<file path="src/rtl/pe_mac_simd.sv">
// Multi-lane weight-stationary MAC processing element: 3-stage LANES-wide dot product
// with systolic pass-down or local (output-stationary) accumulation, saturating or wrapping.
module pe_mac_simd #(
    parameter int unsigned IF_W      = 8,
    parameter int unsigned FLT_W     = 8,
    parameter int unsigned LANES     = 4,
    parameter int unsigned PSUM_W    = 24,
    parameter int unsigned IF_SIGNED = 0,
    parameter int unsigned SAT_EN    = 1
) (
    input  logic                       gclk,
    input  logic                       rst,
    input  logic                       in_valid,
    input  logic [LANES*IF_W-1:0]      ifmap,
    input  logic                       flt_load,
    input  logic [LANES*FLT_W-1:0]     filter,
    input  logic                       acc_mode,
    input  logic                       acc_clr,
    input  logic signed [PSUM_W-1:0]   psum_in,
    output logic signed [PSUM_W-1:0]   psum_out,
    output logic                       out_valid,
    output logic                       ovf
);

    localparam int unsigned P_W = IF_W + FLT_W + 1;
    localparam int unsigned S_W = P_W + $clog2(LANES);
    localparam int unsigned F_W = ((S_W > PSUM_W) ? S_W : PSUM_W) + 1;

    localparam logic signed [F_W-1:0] P_MAX = {{(F_W-PSUM_W+1){1'b0}}, {(PSUM_W-1){1'b1}}};
    localparam logic signed [F_W-1:0] P_MIN = {{(F_W-PSUM_W+1){1'b1}}, {(PSUM_W-1){1'b0}}};

    logic [LANES*IF_W-1:0]   ifmap_q;
    logic [LANES*FLT_W-1:0]  flt_q;
    logic                    v1;
    logic                    v2;
    logic signed [P_W-1:0]   prod_d [LANES];
    logic signed [P_W-1:0]   prod   [LANES];

    logic signed [S_W-1:0]    dot;
    logic signed [PSUM_W-1:0] base;
    logic signed [F_W-1:0]    sum_full;
    logic                     range_hi;
    logic                     range_lo;
    logic signed [PSUM_W-1:0] fit_val;
    logic signed [PSUM_W-1:0] psum_d;
    logic                     valid_d;
    logic                     ovf_d;

    // Per-lane operand extension and multiply; products are exact at P_W bits
    for (genvar i = 0; i < LANES; i++) begin : g_lane
        logic signed [P_W-1:0] a_ext;
        logic signed [P_W-1:0] f_ext;
        if (IF_SIGNED != 0) begin : g_s
            assign a_ext = P_W'($signed(ifmap_q[i*IF_W +: IF_W]));
        end else begin : g_u
            assign a_ext = P_W'(ifmap_q[i*IF_W +: IF_W]);
        end
        assign f_ext     = P_W'($signed(flt_q[i*FLT_W +: FLT_W]));
        assign prod_d[i] = a_ext * f_ext;
    end

    // Stages 1 and 2: operand capture, filter register, product register, valid pipe
    always_ff @(posedge gclk or posedge rst) begin
        if (rst) begin
            ifmap_q <= '0;
            flt_q   <= '0;
            v1      <= 1'b0;
            v2      <= 1'b0;
            for (int i = 0; i < LANES; i++) prod[i] <= '0;
        end else begin
            if (in_valid) ifmap_q <= ifmap;
            if (flt_load) flt_q <= filter;
            v1 <= in_valid;
            v2 <= v1;
            for (int i = 0; i < LANES; i++) prod[i] <= prod_d[i];
        end
    end

    always_comb begin
        dot = '0;
        for (int i = 0; i < LANES; i++) dot = dot + S_W'(prod[i]);
    end

    // Full-precision add, then range check and fit into PSUM_W
    always_comb begin
        base = '0;
        if (!acc_mode)     base = psum_in;
        else if (!acc_clr) base = psum_out;
        sum_full = F_W'(dot) + F_W'(base);
        range_hi = (sum_full > P_MAX);
        range_lo = (sum_full < P_MIN);
        fit_val  = sum_full[PSUM_W-1:0];
        if (SAT_EN != 0) begin
            if (range_hi) fit_val = P_MAX[PSUM_W-1:0];
            if (range_lo) fit_val = P_MIN[PSUM_W-1:0];
        end
    end

    always_comb begin
        psum_d  = psum_out;
        valid_d = 1'b0;
        ovf_d   = ovf;
        if (!acc_mode) begin
            if (v2) begin
                psum_d  = fit_val;
                valid_d = 1'b1;
                ovf_d   = ovf | range_hi | range_lo;
            end else begin
                psum_d  = psum_in;
            end
            if (acc_clr) ovf_d = 1'b0;
        end else if (acc_clr) begin
            psum_d  = v2 ? fit_val : '0;
            valid_d = v2;
            ovf_d   = v2 & (range_hi | range_lo);
        end else if (v2) begin
            psum_d  = fit_val;
            valid_d = 1'b1;
            ovf_d   = ovf | range_hi | range_lo;
        end
    end

    always_ff @(posedge gclk or posedge rst) begin
        if (rst) begin
            psum_out  <= '0;
            out_valid <= 1'b0;
            ovf       <= 1'b0;
        end else begin
            psum_out  <= psum_d;
            out_valid <= valid_d;
            ovf       <= ovf_d;
        end
    end

endmodule

</file>
<file path="config.mk">
export PLATFORM = sky130hd
export DESIGN_NAME = pe_mac_simd
export DESIGN_NICKNAME = d
export VERILOG_FILES = /design/src/rtl/pe_mac_simd.sv
export SDC_FILE = /design/constraint.sdc
export NUM_CORES = 1
export LEC_CHECK = 0
export ABC_AREA = 1
export CORE_ASPECT_RATIO = 1.1
export CORE_MARGIN = 5
export CORE_UTILIZATION = 35
export CTS_BUF_LIST = sky130_fd_sc_hd__clkbuf_8
export DETAILED_ROUTE_END_ITERATION = 10
export PLACE_DENSITY_LB_ADDON = 0.12
export SLEW_MARGIN = 0
export SYNTH_ARGS = -nofsm -noshare
export SYNTH_HDL_FRONTEND = slang
export SYNTH_SLANG_ARGS = --single-unit
</file>
<file path="constraint.sdc">
create_clock -name gclk -period 6.15 [get_ports gclk]
set_input_delay 0.615 -clock gclk [delete_from_list [all_inputs] [get_ports gclk]]
set_output_delay 0.615 -clock gclk [all_outputs]
set_load 0.03 [all_outputs]
</file>
==> flow_summary_export.csv, run 1 <==
group,metric,value,unit
outcome,status,"completed",
setup_path,critical_path.slowest_cell,"fa_1",
hold_path,hp-class,"flop to flop",
synthesis,synth_fp_nets,2590,
routing,drc,0,
hold_path,hp-start,"v1",
placement,dpl.hpwl,34400,um
sta,fmax,222,MHz
synthesis,synthArstFlopShare,100,%
sta,finClkSkew,0.0138,ns
synthesis,yosys_warnings,0,
setup_path,end_kind,"flop",
routing,drtIter0Drc,549,
routing,vias,12740,
sta,fin_crit,4.51,ns
flow_run,cap_viol_max_count,0,
cts,clock_sinks,160,
global_routing,grt_first_pass_wirelength,70700,um
cts,clk_pin_slew,0.10,ns
synthesis,syn_area,17700,um2
floorplanning,fp.dieW,224,um
synthesis,avgSynthCellArea,8.45,um2
sta,tightest_slew,0.994,ns
setup_path,critPathMaxStageDelay,0.53,ns
sta,setup-violations-final,0,
placement,gp_congestion,0.849,
setup_path,r2r_setup_slack,1.64,ns
synthesis,synth.distinct_cells,46,
cts,cts_hold_buffers,0,
floorplanning,die-height,246,um
cells_and_area,fillers,5192,
cts,numCtsBuffers,17,
cts,h-tree-depth,4,
cells_and_area,drive_gt1_share,6.17,%
cts,clk_path_buf_depth,2,
cts,post_cts_buffers,0,
setup_path,crit_arrival,4.99,ns
setup_path,critical_path.max_fanout,8,
synthesis,ys_seq_area_share,22.6,%
synthesis,synth_edf_count,0,
hold_path,min_path_cells,0,
global_routing,first_global_vias,13846,
sta,finalMaxSlewViolations,0,
routing,routedWlPerCell,14.7,um
setup_path,crit_path_start_kind,"flop",
global_routing,grt_start_max_net_pins,71,
routing,ant_nets,0,
cells_and_area,fin_nets,2655,
floorplanning,initial_core_util,35.4,%
floorplanning,coreArea,50000,um2
sta,finalHoldViolCount,0,
setup_path,worst_r2r_endpoint,"prod[48]",
routing,drt_wl_total,41700,um
cts,cts_tree,"yes",
cts,clk_latency,0.55,ns
setup_path,path_cells,"inv_1 > fa_1 > fa_1 > inv_1 > fa_1 > inv_1 > fa_1 > inv_1 > ha_1 > inv_1 > nor3_1 > a21oi_1 > o21ai_0 > a21oi_1 > o21bai_1 > xor2_1",
routing,drtPass1Iterations,5,
hold_path,holdPathEnd,"v2",
sta,grt_setup_unrepaired,"no",
floorplanning,io_pins,120,
global_routing,track_usage,16.0,%
setup_path,cpMostUsedCell,"inv_1",
floorplanning,dieArea,55200,um2
sta,fin_tns_setup,0,ns
cells_and_area,area_growth,12.2,%
floorplanning,placement_rows,86,
cts,root_buffer,"clkbuf_8",
sta,slew-limit-headroom,33.7,%
global_routing,antenna_found_initial,1,
synthesis,ys.flop_type,"dfrtp_1",
setup_path,required,6.63,ns
setup_path,r2r-start,"flt_q[15]",
setup_path,worst_r2r_path_depth,16,
placement,portBuffers,119,
global_routing,grt-ovfl-total,0,
setup_path,path_class,"flop to flop",
cts,cts_resized,0,
setup_path,cp-startpoint,"flt_q[15]",
synthesis,postSynthCellCount,2093,
routing,vias_per_cell,4.50,
synthesis,ys_seq_elements,160,
sta,post-route-period-util,73.3,%
==> worst max-delay path: cells and delay by family (launching register included) <==
kind	cells	cell delay [ns]
adders and majority gates	5	2.42
AOI/OAI and AO/OA	4	0.71
DFF	1	0.52
buffers and inverters	5	0.43
and+or+nand+nor	1	0.21
xor gates and xnor gates	1	0.15
==> cells in the final DEF (no fill, tap or decap), drive strengths merged, types with 25 or more instances in the layout <==
cell	synthesis	final
xor2	46	46
nand3	25	25
fa	206	206
inv	594	598
nand2	431	431
dfrtp	160	160
o21ai	81	81
a21oi	79	79
clkdlybuf4s50	0	117
mux2	40	40
nor2	64	64
ha	197	197
==> per-stage QoR <==
stage	cell area, um2	worst slack [ns]	hold WS (ns)	std cells	utilization (%)
after floorplan	17700	1.22	0.331	2093	-
final	19900	1.64	0.358	2832	39.7
after global placement	19400	1.48	0.334	2799	38.8
after detailed placement	19400	1.39	0.338	2799	38.8
after global routing	19900	1.31	0.369	2832	39.7
after CTS	19900	1.60	0.361	2831	39.7
==> worst max path at each step <==
stage / end / slack (ns) / depth (start not counted)
2_1_floorplan: flt_q[0] / 1.22 / 1
3_3_place_gp: psum_out[0] / 1.48 / 20
3_5_place_dp: psum_out[0] / 1.39 / 20
4_1_cts: psum_out[0] / 1.60 / 17
5_1_grt: prod[31] / 1.31 / 16
6_report: prod[48] / 1.64 / 16
==> synth_stat cells, types with 10 or more instances <==
master	n	area share, %
inv_1	591	13
nand2_1	418	8.9
fa_1	206	23
ha_1	197	14
dfrtp_1	160	23
a21oi_1	77	2.2
clkbuf_1	74	1.6
nor2_1	54	1.1
o21ai_0	48	1.4
xor2_1	46	2.3
mux2_2	40	2.5
nand3_1	24	0.68
xnor2_1	21	1.0
o21ai_2	20	0.99
a22o_1	17	0.84
o21ai_1	13	0.37
nand2_2	10	0.35
==> layer usage <==
metal | up-vias | share of wire (%) | global-route usage, % | wire length, um
met5 | - | 0 | 0 | 0
met4 | 0 | 1.5 | 4.28 | 639
met3 | 36 | 2.9 | 2.69 | 1190
met2 | 152 | 48 | 27.3 | 20200
met1 | 6233 | 47 | 21.0 | 19700
li1 | 6319 | - | - | -
==> state kept, by name (all words and copies together), names as in the netlist <==
signal	count
v1	1
flt_q	32
out_valid	1
prod	68
psum_out	24
ifmap_q	32
ovf	1
v2	1
==> cells by family after synthesis <==
kind of cell | share of synthesized area, %
simple gates | 12.7
fa+ha+maj | 37.2
mux | 2.55
compound gates | 7.06
buf+inv | 14.5
xor+xnor | 3.32
flops | 22.6
==> area by class of cell <==
type                       count  area (um2)  area share, %
multi-input combinational   1260       11100           56.0
sequential                   160        4000           20.2
inverter                     594        2240           11.3
timing repair buffer         125        1240           6.24
tap                          660         826           4.16
clock buffer                  19         262           1.32
clock inverter                13         153          0.769
antenna                        1        2.50         0.0126
Power of run 1 is left out: the tool's default activity adds up to more than one toggle a clock period on the data nets, which glitch-free logic cannot reach.
==> inputs of run 2 (changes only) <==
==> constraint.sdc (replaced) <==
create_clock -name gclk -period 3.78 [get_ports gclk]
set_input_delay 0.378 -clock gclk [delete_from_list [all_inputs] [get_ports gclk]]
set_output_delay 0.378 -clock gclk [all_outputs]
set_load 0.03 [all_outputs]
==> run 2 against run 1 <==
  * The run now ends with negative setup slack left
  * Wire length is 5.7% higher
  * Die area unchanged
  * Non-clock buffer count up 302
  * Setup slack got worse by 1.8 ns
  * Register-to-register slack got worse by 1.8 ns
  * Utilization up 8.4 points
  * Via count grew 9.0%
  * Cell count rose by 11%
  * Sequential cell count unchanged
==> flow_summary_export.csv, run 2 (synthesis gave the netlist of run 1 again) <==
group,metric,value,unit
cells_and_area,final_cell_mix,"inv_1 (535), nand2_1 (339), buf_4 (263), fa_1 (185), ha_1 (149)",
global_routing,grt_start_max_net_pins,100,
placement,gp_congestion,0.857,
floorplanning,placement_rows,86,
cts,clk_path_buf_depth,2,
cts,h-tree-depth,4,
routing,drtPass1Iterations,5,
cells_and_area,regMostFlops,"prod",
setup_path,end_kind,"flop",
hold_path,hp-class,"input port to asynchronous set/reset pin",
routing,vias_per_cell,4.43,
floorplanning,coreArea,50000,um2
global_routing,grtUsageMet2,28.1,%
sta,grt_setup_unrepaired,"yes",
placement,dpl.hpwl,36100,um
floorplanning,die-height,246,um
sta,finalMaxSlewViolations,0,
cts,clk_latency,0.57,ns
sta,finClkSkew,0.0203,ns
setup_path,path_class,"flop to flop",
routing,drc,0,
global_routing,first_global_vias,15095,
setup_path,crit_arrival,4.42,ns
sta,slew-limit-headroom,34.1,%
cells_and_area,final_cell_count_no_fill,3134,
cells_and_area,fillers,4846,
setup_path,crit_path_start_kind,"flop",
cts,root_buffer,"clkbuf_8",
cells_and_area,multi_input_area,12800,um2
global_routing,met3_usage,3.04,%
sta,post-route-period-util,105,%
floorplanning,fp.dieW,224,um
cells_and_area,drive_gt1_share,31.7,%
cells_and_area,regArea,4060,um2
routing,drtIter0Drc,521,
routing,routedWlPerCell,14.1,um
sta,fin_crit,3.96,ns
cts,clk_pin_slew,0.11,ns
routing,vias,13887,
cells_and_area,area_growth,36.1,%
global_routing,grt_first_pass_wirelength,74400,um
placement,portBuffers,119,
sta,setup-violations-final,39,
sta,fmax,253,MHz
global_routing,antenna_found_initial,3,
cells_and_area,largest_reg_flops,68,
outcome,status,"finished, violations left",
global_routing,track_usage,16.7,%
floorplanning,dieArea,55200,um2
cells_and_area,layout_commonest_cell,"inv_1",
flow_run,cap_viol_max_count,0,
cts,clock_sinks,160,
cts,cts_tree,"yes",
outcome,violations,"negative setup slack",
sta,fin_hold_ws,0.210,ns
sta,finalHoldViolCount,0,
routing,ant_nets,0,
sta,tightest_slew,0.988,ns
global_routing,grt-ovfl-total,0,
global_routing,grt_util_met1,22.0,%
setup_path,critical_path.max_fanout,5,
routing,drt_wl_total,44000,um
cts,numCtsBuffers,17,
placement,place_inst,3053,
global_routing,top_usage_layer,"met2",
cells_and_area,fin_nets,2957,
setup_path,required,4.25,ns
floorplanning,io_pins,120,
cells_and_area,reg_top3,"prod x68, flt_q x32, ifmap_q x32",
sta,final.setup.worst_slack,-0.175,ns
floorplanning,initial_core_util,35.4,%
-- run 2: repair_timing --
action                                  4_1_cts  5_1_grt
gates resized for setup                     190      240
setup buffers                                27       23
gates cloned                                  1        1
endpoints found under the setup margin       54       61
hold buffers                                  0        0
pin swaps                                    81      149
-- run 2: final cells by class --
class	count	share of cell area [%]
repair buffers	427	15.6
clock buffers	18	1.03
diodes	1	0.0104
well taps	660	3.43
flip-flops and latches	160	16.9
clock inverters	14	0.603
inverters	594	9.35
multi-input cells	1260	53.1
-- run 2: final timing paths --
path	from	to	slack (ns)	depth (start not counted)
worst max-delay path	flt_q[2]	prod[66]	-0.18	17
worst min-delay path	rst	ifmap_q[1]	0.21	2
worst max register to register	flt_q[2]	prod[66]	-0.18	17
worst min register to register	v1	v2	0.36	0
max in group asynchronous	rst	flt_q[9]	2.65	3
min in group gclk	v1	v2	0.36	0
-- run 2: metal layers --
layer	vias up	wire, um	part of all wire (%)
li1	6917	-	-
met1	6743	20500	46
met2	166	21200	48
met3	61	1280	2.9
met4	0	1050	2.4
met5	-	0	0
-- run 2: critical path, cell delays in order, from the launching register on --
cell and delay (ns):
dfrtp_2 0.49, nand2_2 0.09, inv_2 0.04, fa_1 0.53
inv_1 0.05, fa_1 0.47, fa_1 0.51, inv_2 0.04
fa_1 0.52, ha_4 0.22, a21oi_2 0.15, o21ai_2 0.07
a21oi_2 0.16, o21ai_2 0.09, nand2_1 0.06, nand2_1 0.06
a21oi_2 0.17, xnor2_2 0.15
-- run 2: stage by stage --
stage | util [%] | TNS (ns) | setup WS (ns) | cell area (um2)
finish | 48.1 | -3.97 | -0.175 | 24100
global route | 48.1 | -11.28 | -0.347 | 24100
CTS | 46.0 | -4.61 | -0.207 | 23000
detailed placement | 43.2 | -12.01 | -0.383 | 21600
global placement | 43.2 | -10.98 | -0.376 | 21600
floorplan | - | -0.176 | -0.0783 | 18100
Power of run 2 is left out for the same reason.
